--- config.mk ---
export PLATFORM = sky130hd
export DESIGN_NAME = uart_rx_flat
export DESIGN_NICKNAME = d
export VERILOG_FILES = /design/src/rtl/uart_rx_if.sv /design/src/rtl/uart_rx.sv /design/src/flat_wrapper.sv
export SDC_FILE = /design/constraint.sdc
export NUM_CORES = 1
export LEC_CHECK = 0
export CORE_ASPECT_RATIO = 0.9
export CORE_MARGIN = 5
export CORE_UTILIZATION = 44
export DETAILED_ROUTE_END_ITERATION = 10
export GPL_ROUTABILITY_DRIVEN = 0
export HOLD_SLACK_MARGIN = 0.06
export PLACE_DENSITY = 0.71
export SLEW_MARGIN = 20
export SYNTH_ARGS = -nofsm -noshare
export SYNTH_HDL_FRONTEND = slang
export SYNTH_SLANG_ARGS = --single-unit
--- constraint.sdc ---
create_clock -name clk -period 2.19 [get_ports clk]
set_clock_uncertainty 0.1 [all_clocks]
set_input_delay 0.3285 -clock clk [delete_from_list [all_inputs] [get_ports clk]]
set_output_delay 0.3285 -clock clk [all_outputs]
set_load 0.1 [all_outputs]
--- src/rtl/uart_rx_if.sv ---
// CPU-side bundle of the console UART receiver: serial line in, receive buffer
// head and sticky error flags out.
interface uart_rx_if;
  logic       rx;
  logic [7:0] rdata;
  logic       valid;
  logic       re;
  logic       clr_err;
  logic       frame_err;
  logic       overrun;

  modport master (output rx, re, clr_err, input rdata, valid, frame_err, overrun);
  modport slave  (input rx, re, clr_err, output rdata, valid, frame_err, overrun);
endinterface

--- src/rtl/uart_rx.sv ---
// 8N1 console UART receiver with oversampling bit recovery and a receive buffer.
// UART_RX_FIFO_EN selects a 4-entry FIFO; otherwise a single holding register.
module uart_rx #(
  parameter int unsigned BIT_CYCLES = 434
) (
  input logic     clk,
  input logic     reset,
  uart_rx_if.slave bus
);

  localparam logic [15:0] HALF_M1 = 16'(BIT_CYCLES / 2 - 1);
  localparam logic [15:0] BIT_M1  = 16'(BIT_CYCLES - 1);

  typedef enum logic [2:0] {S_IDLE, S_START, S_DATA, S_STOP, S_BREAK} state_e;

  state_e      state_q, state_d;
  logic [15:0] cnt_q, cnt_d;
  logic [2:0]  bitn_q, bitn_d;
  logic [7:0]  sh_q, sh_d;
  logic [1:0]  sync_q;
  logic        rx_s;
  logic        push, ferr_set, ovr_set, pop, valid;
  logic        fe_q, fe_d, ovr_q, ovr_d;

  // Synchronizer resets to idle-high so a released reset never fakes a start edge.
  always_ff @(posedge clk) begin
    if (!reset) sync_q <= 2'b11;
    else        sync_q <= {sync_q[0], bus.rx};
  end
  assign rx_s = sync_q[1];

  always_ff @(posedge clk) begin
    if (!reset) begin
      state_q <= S_IDLE;
      cnt_q   <= '0;
      bitn_q  <= '0;
      sh_q    <= '0;
      fe_q    <= 1'b0;
      ovr_q   <= 1'b0;
    end else begin
      state_q <= state_d;
      cnt_q   <= cnt_d;
      bitn_q  <= bitn_d;
      sh_q    <= sh_d;
      fe_q    <= fe_d;
      ovr_q   <= ovr_d;
    end
  end

  always_comb begin
    state_d  = state_q;
    cnt_d    = cnt_q;
    bitn_d   = bitn_q;
    sh_d     = sh_q;
    push     = 1'b0;
    ferr_set = 1'b0;
    unique case (state_q)
      S_IDLE: begin
        if (!rx_s) begin
          state_d = S_START;
          cnt_d   = HALF_M1;
        end
      end
      S_START: begin
        if (cnt_q != 16'd0) cnt_d = cnt_q - 16'd1;
        else if (!rx_s) begin
          state_d = S_DATA;
          cnt_d   = BIT_M1;
          bitn_d  = 3'd0;
        end else state_d = S_IDLE;
      end
      S_DATA: begin
        if (cnt_q != 16'd0) cnt_d = cnt_q - 16'd1;
        else begin
          sh_d  = {rx_s, sh_q[7:1]};
          cnt_d = BIT_M1;
          if (bitn_q == 3'd7) state_d = S_STOP;
          else                bitn_d  = bitn_q + 3'd1;
        end
      end
      S_STOP: begin
        if (cnt_q != 16'd0) cnt_d = cnt_q - 16'd1;
        else if (rx_s) begin
          push    = 1'b1;
          state_d = S_IDLE;
        end else begin
          ferr_set = 1'b1;
          state_d  = S_BREAK;
        end
      end
      S_BREAK: begin
        if (rx_s) state_d = S_IDLE;
      end
      default: state_d = S_IDLE;
    endcase
  end

`ifdef UART_RX_FIFO_EN
  logic [3:0][7:0] mem_q;
  logic [1:0]      wptr_q, wptr_d, rptr_q, rptr_d;
  logic [2:0]      count_q, count_d;
  logic            full, wr;

  assign valid = (count_q != 3'd0);
  assign full  = (count_q == 3'd4);
  assign pop   = bus.re && valid;
  // When full, a same-cycle pop frees the head slot the write pointer points at.
  assign wr      = push && (!full || pop);
  assign ovr_set = push && full && !pop;
  assign wptr_d  = wptr_q + {1'b0, wr};
  assign rptr_d  = rptr_q + {1'b0, pop};
  assign count_d = count_q + {2'b0, wr} - {2'b0, pop};

  always_ff @(posedge clk) begin
    if (!reset) begin
      mem_q   <= '0;
      wptr_q  <= '0;
      rptr_q  <= '0;
      count_q <= '0;
    end else begin
      if (wr) mem_q[wptr_q] <= sh_q;
      wptr_q  <= wptr_d;
      rptr_q  <= rptr_d;
      count_q <= count_d;
    end
  end

  assign bus.rdata = valid ? mem_q[rptr_q] : 8'h00;
`else
  logic [7:0] hold_q, hold_d;
  logic       hv_q, hv_d, wr;

  assign valid   = hv_q;
  assign pop     = bus.re && valid;
  assign wr      = push && (!hv_q || pop);
  assign ovr_set = push && hv_q && !pop;
  assign hold_d  = wr ? sh_q : hold_q;
  assign hv_d    = wr ? 1'b1 : (pop ? 1'b0 : hv_q);

  always_ff @(posedge clk) begin
    if (!reset) begin
      hold_q <= '0;
      hv_q   <= 1'b0;
    end else begin
      hold_q <= hold_d;
      hv_q   <= hv_d;
    end
  end

  assign bus.rdata = valid ? hold_q : 8'h00;
`endif

  // Sticky flags: a new error event outranks a same-cycle clear.
  assign fe_d  = ferr_set | (fe_q  & ~bus.clr_err);
  assign ovr_d = ovr_set  | (ovr_q & ~bus.clr_err);

  assign bus.valid     = valid;
  assign bus.frame_err = fe_q;
  assign bus.overrun   = ovr_q;

endmodule

--- src/flat_wrapper.sv ---
// flat-port wrapper written by rule: the top's interface ports become plain ports
module uart_rx_flat 
#(
  parameter int unsigned BIT_CYCLES = 434
)
  (clk, reset, bus_rx, bus_re, bus_clr_err, bus_rdata, bus_valid, bus_frame_err, bus_overrun);
  uart_rx_if bus_i ();
  input logic clk;
  input logic reset;
  input wire logic [$bits(bus_i.rx)-1:0] bus_rx;
  input wire logic [$bits(bus_i.re)-1:0] bus_re;
  input wire logic [$bits(bus_i.clr_err)-1:0] bus_clr_err;
  output wire logic [$bits(bus_i.rdata)-1:0] bus_rdata;
  output wire logic [$bits(bus_i.valid)-1:0] bus_valid;
  output wire logic [$bits(bus_i.frame_err)-1:0] bus_frame_err;
  output wire logic [$bits(bus_i.overrun)-1:0] bus_overrun;
  assign bus_i.rx = bus_rx;
  assign bus_i.re = bus_re;
  assign bus_i.clr_err = bus_clr_err;
  assign bus_rdata = bus_i.rdata;
  assign bus_valid = bus_i.valid;
  assign bus_frame_err = bus_i.frame_err;
  assign bus_overrun = bus_i.overrun;
  uart_rx #(.BIT_CYCLES(BIT_CYCLES)) u_core (.clk(clk), .reset(reset), .bus(bus_i));
endmodule
==> metrics.yaml, run 1 <==
outcome:
  status: "complete, no violations"
clock_network:
  clkSinkCount: 43
  cts-root-buf: "clkbuf_8"
  cts_tree: "built"
  clk_path_buf_depth: 2
  clock_latency_ps: 290
  cts_max_level: 2
  cts_buffers: 5
  cts.clk_slew.worst_paths_ps: 80
timing:
  slew_headroom: 0.607
  tightest_slew_ps: 589
  hold_viol_final: 0
  fmax_mhz: 459
  drv_slew: 0
  post-route-period-util: 0.995
  setup_viol: 0
  finalCriticalPeriod_ps: 2180
  fin_setup_tns_ps: 0
  rsz0062_at_grt: "true"
floorplanning:
  start_util: 0.460
  die-height_um: 75.0
  dieArea_um2: 6170
  die_w_um: 82.2
  core_area_um2: 4490
  io_pins: 16
  rows: 23
route:
  antenna_left: 0
  via_per_inst: 5.32
  drtIter0Drc: 80
  post-route-drc-count: 0
  wl_mm: 4.35
  dr.pass1.iters: 4
  dr_total_vias: 1740
  routedWlPerCell_um: 13.3
layout:
  area_growth_pct: 26.8
  drive_above_1_share: 0.223
  final_cells: 327
  fillCellCount: 422
  antennaDiodeCount: 0
  nNetsFinal: 273
global_routing:
  grt_start_max_net_pins: 32
  grt-ovfl-total: 0
  antenna_found_initial: 0
  grt_pass1_vias: 1625
  grt_first_pass_wirelength_mm: 7.50
  grtUsageTotal: 0.157
synthesis:
  synth_edf_count: 0
  synth_seq_cells: 43
  synthesis.nets: 245
  async_flop_share: 0
  synth_top_flop_cell: "dfxtp_1"
  syn_area_um2: 2070
  synth_cells: 237
  ys.warnings.count: 0
  syn_area_per_cell_um2: 8.72
  ys_seq_area_frac: 0.416
  ys_types: 44
setup_path:
  required_ps: 2280
  path_delay_family: "compound AO/OA/AOI/OAI gates"
  crit_chain: "or4_4, a2111oi_4, o211ai_4, buf_4, o21a_1, o21ba_2"
  crit_path_start_kind: "register"
  critPathMaxFanout: 7
  critPathCaptureType: "register"
  crit_type: "register to register"
  cp_num_buf_inv: 1
  cp_slowest_cell: "or4_4"
  slowest_delay_ps: 560
  cp.arrival_ps: 2270
place:
  post-place-cells: 318
  numPortBuffers: 15
  dpl.hpwl_mm: 3.06
pwr:
  power_density_nw_per_um2: 712
  leakage_nw: 0.941
  peakVddDrop_uv: 659
job:
  maxCapViolations: 0
hold_path:
  hold_path.class: "register to register"
-- logic make-up (layout without fill, tap and decap cells) --
logic type | Yosys count | after routing | share of synthesized area
DFF | 43 | 43 | 0.416
muxes | 10 | 10 | 0.0484
xor gates and xnor gates | 3 | 3 | 0.0127
buffers and inverters | 19 | 47 | 0.0363
and+or+nand+nor | 98 | 98 | 0.257
AOI/OAI and AO/OA | 61 | 61 | 0.211
adders and majority gates | 3 | 3 | 0.0182
-- routing by layer --
layer  GRT usage  wire [µm]  vias to the layer above
met2       0.241       2020                       38
met1       0.210       2060                      799
met3      0.0467        220                        5
met4      0.0554         44                        0
li1            -          -                      898
met5           0          0                        -
-- final timing paths --
path / from / slack (ps) / end / cells past startpoint
worst max-delay path: u_core.cnt_q[0] / 10 / u_core.cnt_q[11] / 6
worst min-delay path: u_core.sync_q[0] / 320 / u_core.sync_q[1] / 1
worst max register to register: u_core.cnt_q[0] / 10 / u_core.cnt_q[11] / 6
worst min register to register: u_core.sync_q[0] / 320 / u_core.sync_q[1] / 1
-- synthesized netlist by cell type (2+ instances only) --
master	instances	area (µm²)
nor2_1	14	52.6
o21ai_0	13	65.1
nand4_1	2	12.5
xnor2_1	2	17.5
nand2b_1	7	43.8
a21boi_0	10	75.1
a22oi_1	2	15.0
and2_1	9	56.3
ha_1	3	37.5
clkbuf_1	9	33.8
a31oi_1	2	12.5
nand2_1	28	105
or4_1	3	22.5
a211oi_1	3	22.5
buf_2	3	15.0
o31ai_1	3	22.5
nor4_1	5	31.3
and4_1	2	17.5
a21oi_1	12	60.1
inv_1	7	26.3
dfxtp_1	43	861
o21a_1	3	22.5
nor2b_1	12	75.1
mux2i_1	10	100
o21ai_1	2	10.0
or3_1	5	31.3
o211a_1	2	20.0
nor3_1	5	25.0
-- sequential cells by signal, indices dropped and copies added (netlist names) --
signal / flops
u_core.hold_q: 8
u_core.cnt_q: 16
u_core.bitn_q: 3
u_core.bus.frame_err: 1
u_core.sh_q: 8
u_core.state_q: 3
u_core.bus.valid: 1
u_core.sync_q: 2
u_core.bus.overrun: 1
-- stage by stage --
step	setup WS [ps]	power (mW)	util	hold WS, ps	cell area, µm²
after floorplan	94.5	1.13	-	286	2080
after global placement	35.1	1.24	0.549	300	2470
after detailed placement	2.69	1.25	0.549	303	2470
after CTS	-1.80	1.85	0.574	326	2580
after global routing	-93.4	1.99	0.584	350	2620
final	10.0	1.87	0.584	320	2620
-- layout by cell type, fill, tap and decap left out, types with 3 or more instances in the layout --
cell type	instances
clkdlybuf4s50_1	4
a21boi_0	10
nor3_1	5
a21oi_1	12
a211oi_1	3
o31ai_1	3
nor2_1	13
buf_12	9
and2_2	8
mux2i_1	10
ha_1	3
o21a_1	3
o21ai_0	13
nand2b_1	7
inv_1	7
dfxtp_1	41
clkbuf_8	5
or3_1	5
nand2_1	28
buf_4	19
nor2b_1	12
nor4_1	4
-- report_power, final --
group	leakage, nW	internal (mW)	total, mW	switching (mW)
Combinational	0.540	0.196	0.428	0.232
Sequential	0.350	0.814	0.849	0.0352
Clock	0.0513	0.334	0.588	0.254
-- final cells by class --
| type | instances | area, µm² | area share |
|---|---|---|---|
| clock inverters | 1 | 30.0 | 0.0115 |
| flip-flops and latches | 43 | 866 | 0.330 |
| well taps | 62 | 77.6 | 0.0296 |
| multi-input cells | 175 | 1170 | 0.448 |
| repair buffers | 33 | 374 | 0.143 |
| clock buffers | 6 | 72.6 | 0.0277 |
| inverters | 7 | 26.3 | 0.0100 |
-- timing repair --
item,CTS,global route
gates resized for setup,3,8
pin swaps,3,1
endpoints found under the hold margin,0,0
setup endpoints to repair,1,21
hold buffers,0,0
buffers inserted,0,2
(Power assumes the default switching activity.)
==> inputs of run 2 (changes only) <==
- CAP_MARGIN: unset -> 20
- CORE_MARGIN: 5 -> 3
- CORE_UTILIZATION: 44 -> 52
- PLACE_DENSITY: 0.71 -> 0.81
==> run 2 against run 1 <==
- the flow now finishes with violations (setup timing)
- sequential cell count stayed put
- worst hold slack better by 7.5 ps
- utilization increased by 11 points
- total power is 1.8% higher
- sequential share of layout area is 0.24 points higher
- fmax is 1.3% lower
- routed wire length is 2.6% higher
- global-route usage increased by 4.1 points
- register-to-register slack got worse by 30 ps
- critical path depth down 1
- count of clock-buffer cells in the layout decreased by 1
==> metrics.yaml, run 2 (synthesis results as in run 1) <==
floorplanning:
  core_area_um2: 3760
  rows: 21
  die_w_um: 72.5
  start_util: 0.550
  dieArea_um2: 4770
  io_pins: 16
  die-height_um: 65.8
setup_path:
  ff2ff_setup_slack_ps: -20
  timing.rr.end: "u_core.cnt_q[15]"
  crit_start: "u_core.cnt_q[1]"
  crit_type: "register to register"
  crit_chain: "or4_4, a2111oi_4, o211ai_4, or4_1, a21oi_1"
  critPathCaptureType: "register"
  path_delay_family: "simple AND/OR/NAND/NOR gates"
  crit_path_start_kind: "register"
  cp.arrival_ps: 2350
  path_depth: 5
  slowest_delay_ps: 550
  required_ps: 2330
  cp_slowest_cell: "or4_4"
  reg2reg_from: "u_core.cnt_q[1]"
  critPathMaxFanout: 6
  r2r_cells: 5
  cp_num_buf_inv: 0
  crit_path_end: "u_core.cnt_q[15]"
place:
  dpl.hpwl_mm: 2.94
  numPortBuffers: 15
  post-place-cells: 299
timing:
  setup_viol: 1
  rsz0062_at_grt: "true"
  drv_slew: 0
  fmax_mhz: 453
  fin_setup_tns_ps: -18.4
  post-route-period-util: 1.01
  slew_headroom: 0.567
  finalCriticalPeriod_ps: 2210
  hold_viol_final: 0
  tightest_slew_ps: 649
  setup_ws_ps: -18.4
layout:
  area_growth_pct: 25.7
  nNetsFinal: 271
  layout_common_cells: "40 x dfxtp_1, 28 x nand2_1, 17 x buf_4, 13 x nor2_1, 13 x o21ai_0"
  antennaDiodeCount: 0
  top_register: "u_core.cnt_q"
  largest_register_ffs: 16
  final_cells: 310
  layout_commonest_cell: "dfxtp_1"
  fillCellCount: 293
  drive_above_1_share: 0.242
  top_regs: "u_core.cnt_q (16), u_core.hold_q (8), u_core.sh_q (8)"
clock_network:
  cts_buffers: 5
  cts_tree: "built"
  clk_path_buf_depth: 2
  hold_buffers: 0
  cts-root-buf: "clkbuf_8"
  cts_max_level: 2
  cts.clk_slew.worst_paths_ps: 90
  clock_latency_ps: 300
  clkSinkCount: 43
route:
  dr.pass1.iters: 5
  drtIter0Drc: 154
  wl_mm: 4.46
  via_per_inst: 5.72
  antenna_left: 0
  dr_total_vias: 1773
  post-route-drc-count: 0
  routedWlPerCell_um: 14.4
pwr:
  leakage_nw: 0.960
  power_density_nw_per_um2: 731
  peakVddDrop_uv: 340
global_routing:
  grt-ovfl-total: 0
  grt_start_max_net_pins: 32
  grtUsageTotal: 0.198
  grt_first_pass_wirelength_mm: 7.42
  grt_pass1_vias: 1617
  antenna_found_initial: 0
hold_path:
  hold_path.class: "register to register"
outcome:
  violations: "setup timing"
  status: "finished with violations"
job:
  maxCapViolations: 0
[run 2: where the power goes]
| group | leakage [nW] | internal (mW) | switching (mW) | total, mW |
|---|---|---|---|---|
| clock network | 0.0581 | 0.340 | 0.282 | 0.622 |
| registers | 0.350 | 0.815 | 0.0324 | 0.847 |
| logic | 0.552 | 0.192 | 0.239 | 0.431 |
| total | 0.960 | 1.35 | 0.553 | 1.90 |
[run 2: final cells by class]
| class | count | area [µm²] | area share |
|---|---|---|---|
| multi-input cells | 175 | 1190 | 0.459 |
| flip-flops and latches | 43 | 865 | 0.333 |
| repair buffers | 31 | 344 | 0.132 |
| clock buffers | 5 | 68.8 | 0.0265 |
| well taps | 46 | 57.6 | 0.0222 |
| clock inverters | 3 | 43.8 | 0.0169 |
| inverters | 7 | 26.3 | 0.0101 |
[run 2: routing by layer]
metal	wire (µm)	part of all wire	track usage
met5	0	0	0
met4	57	0.013	0.0668
met3	210	0.047	0.0426
met2	2030	0.46	0.298
met1	2160	0.48	0.280
[run 2: timing repair]
item / 4_1_cts / 5_1_grt
setup buffers: 1 / 1
gates resized for setup: 2 / 13
pin swaps: 2 / 5
cloned: 0 / 1
setup endpoints to repair: 1 / 30
[run 2: worst min path at each step]
stage	endpoint	cells after the start	from
3_5_place_dp	u_core.sync_q[1]	1	u_core.sync_q[0]
2_1_floorplan	u_core.sync_q[1]	1	u_core.sync_q[0]
4_1_cts	u_core.sync_q[1]	1	u_core.sync_q[0]
6_report	u_core.sync_q[1]	1	u_core.sync_q[0]
3_3_place_gp	u_core.sync_q[1]	1	u_core.sync_q[0]
5_1_grt	u_core.sync_q[1]	1	u_core.sync_q[0]
[run 2: stage by stage]
stage	utilization	hold slack, ps	instance area, µm²	power (mW)	worst slack, ps
5_1_grt	0.691	371	2600	1.99	-70.5
3_5_place_dp	0.642	301	2410	1.24	-5.70
6_report	0.691	327	2600	1.90	-18.4
4_1_cts	0.675	333	2540	1.85	5.06
3_3_place_gp	0.642	295	2410	1.23	31.0
2_1_floorplan	-	286	2080	1.13	94.5
==> inputs of run 3 (changes only) <==
--- a/config.mk
+++ b/config.mk
@@ -9,3 +9,2 @@
 export CORE_ASPECT_RATIO = 0.9
-export CORE_MARGIN = 3
 export CORE_UTILIZATION = 52
--- a/constraint.sdc
+++ b/constraint.sdc
@@ -4,2 +4,2 @@
 set_output_delay 0.3285 -clock clk [all_outputs]
-set_load 0.1 [all_outputs]
+set_load 0.05 [all_outputs]
==> run 3 against run 2 <==
- the flow still finishes with violations (setup timing)
- via count is 1.2% higher
- utilization is 0.97 points lower
- die area is 11% lower
==> metrics.yaml, run 3 (synthesis results as in run 1) <==
timing:
  rsz0062_at_grt: "true"
  post-route-period-util: 1.00
  whs_ps: 316
  drv_slew: 0
  slew_headroom: 0.565
  fmax_mhz: 456
  setup_ws_ps: -2.78
  finalCriticalPeriod_ps: 2190
  setup_viol: 2
  hold_viol_final: 0
  tightest_slew_ps: 651
floorplanning:
  rows: 21
  io_pins: 16
  dieArea_um2: 4230
  die_w_um: 68.5
  start_util: 0.550
  die-height_um: 61.8
  core_area_um2: 3760
global_routing:
  grtUsageTotal: 0.226
  grt_first_pass_wirelength_mm: 7.07
  antenna_found_initial: 0
  grt_start_max_net_pins: 25
  grt_pass1_vias: 1607
  grt-ovfl-total: 0
clock_network:
  clk_path_buf_depth: 2
  clkSinkCount: 43
  cts-root-buf: "clkbuf_8"
  cts_max_level: 2
  cts_tree: "built"
  clock_latency_ps: 290
  cts.clk_slew.worst_paths_ps: 80
  cts_buffers: 5
layout:
  seq_area_um2: 863
  antennaDiodeCount: 0
  layout_common_cells: "41 x dfxtp_1, 28 x nand2_1, 27 x buf_4, 13 x nor2_1, 13 x o21ai_0"
  top_regs: "u_core.cnt_q (16), u_core.hold_q (8), u_core.sh_q (8)"
  nNetsFinal: 276
  fillCellCount: 301
  layout_commonest_cell: "dfxtp_1"
  drive_above_1_share: 0.219
  fin_util: 0.682
  largest_register_ffs: 16
  area_growth_pct: 23.9
  multi_input_area_um2: 1210
  finish.instance_area_um2: 2560
  top_register: "u_core.cnt_q"
pwr:
  peakVddDrop_uv: 540
  leakage_nw: 0.931
  power_density_nw_per_um2: 726
setup_path:
  cp.arrival_ps: 2320
  reg2reg_from: "u_core.cnt_q[2]"
  crit_start: "u_core.cnt_q[2]"
  crit_path_start_kind: "register"
  r2r_cells: 5
  critPathMaxFanout: 7
  crit_type: "register to register"
  critPathCaptureType: "register"
  required_ps: 2320
  ff2ff_setup_slack_ps: -3
  timing.rr.end: "u_core.cnt_q[15]"
  crit_path_end: "u_core.cnt_q[15]"
hold_path:
  hold_path.class: "register to register"
route:
  via_per_inst: 5.70
  dr.pass1.iters: 4
  drtIter0Drc: 91
  antenna_left: 0
  post-route-drc-count: 0
  dr_total_vias: 1795
  wl_mm: 4.44
  routedWlPerCell_um: 14.1
outcome:
  status: "finished with violations"
  violations: "setup timing"
place:
  dpl_cell_area_um2: 2370
  dpl.hpwl_mm: 3.09
  numPortBuffers: 15
job:
  maxCapViolations: 0
-- run 3: changes by cell type in the layout (fill, tap and decap cells not counted), sizes merged --
cell	before	now
clkinv	2	0
bufinv	1	0
clkdlybuf4s50	4	7
buf	27	29
clkbuf	5	8
-- run 3: layer usage --
metal	routed length, µm	part of all wire	track usage
met1	2130	0.48	0.309
met2	2070	0.47	0.345
met3	192	0.043	0.0584
met4	48	0.011	0.0863
met5	0	0	0
-- run 3: layout make-up --
| class | instances | share of cell area |
|---|---|---|
| multi-input combinational | 175 | 0.472 |
| sequential | 43 | 0.337 |
| timing repair buffer | 36 | 0.119 |
| clock buffer | 8 | 0.0391 |
| tap | 46 | 0.0225 |
| inverter | 7 | 0.0103 |
-- run 3: timing repair --
item | 4_1_cts | 5_1_grt
resized for setup | 2 | 17
hold buffers | 0 | 0
buffers inserted | 0 | 2
endpoints found under the setup margin | 2 | 24
pin swaps | 1 | 4
-- run 3: worst min-delay path by stage --
stage,slack (ps),start,depth (start not counted),endpoint
floorplan,290,u_core.sync_q[0],1,u_core.sync_q[1]
detailed placement,290,u_core.sync_q[0],1,u_core.sync_q[1]
CTS,320,u_core.sync_q[0],1,u_core.sync_q[1]
global route,330,u_core.sync_q[0],1,u_core.sync_q[1]
global placement,290,u_core.sync_q[0],1,u_core.sync_q[1]
finish,320,u_core.sync_q[0],1,u_core.sync_q[1]
-- run 3: report_power, final --
group | switching (mW) | total [mW] | internal, mW
sequential | 0.0356 | 0.850 | 0.814
combinational | 0.251 | 0.469 | 0.218
clock | 0.254 | 0.542 | 0.288
total | 0.540 | 1.86 | 1.32
-- run 3: per-stage QoR --
| step | setup TNS [ps] | std cells | setup WS [ps] | total power, mW |
|---|---|---|---|---|
| finish | -4.88 | 315 | -2.78 | 1.86 |
| global route | -185 | 315 | -72.2 | 1.96 |
| CTS | 0 | 313 | 0.0637 | 1.81 |
| detailed placement | -10.9 | 305 | -10.9 | 1.26 |
| global placement | 0 | 305 | 22.1 | 1.25 |
| floorplan | 0 | 237 | 94.5 | 1.13 |
-- run 3: worst max-delay path, stage by stage, from the launching register on --
cell,delay [ps]
dfxtp_2,320
or4_4,560
a2111oi_4,420
o211ai_4,160
or4_4,440
a21oi_2,120
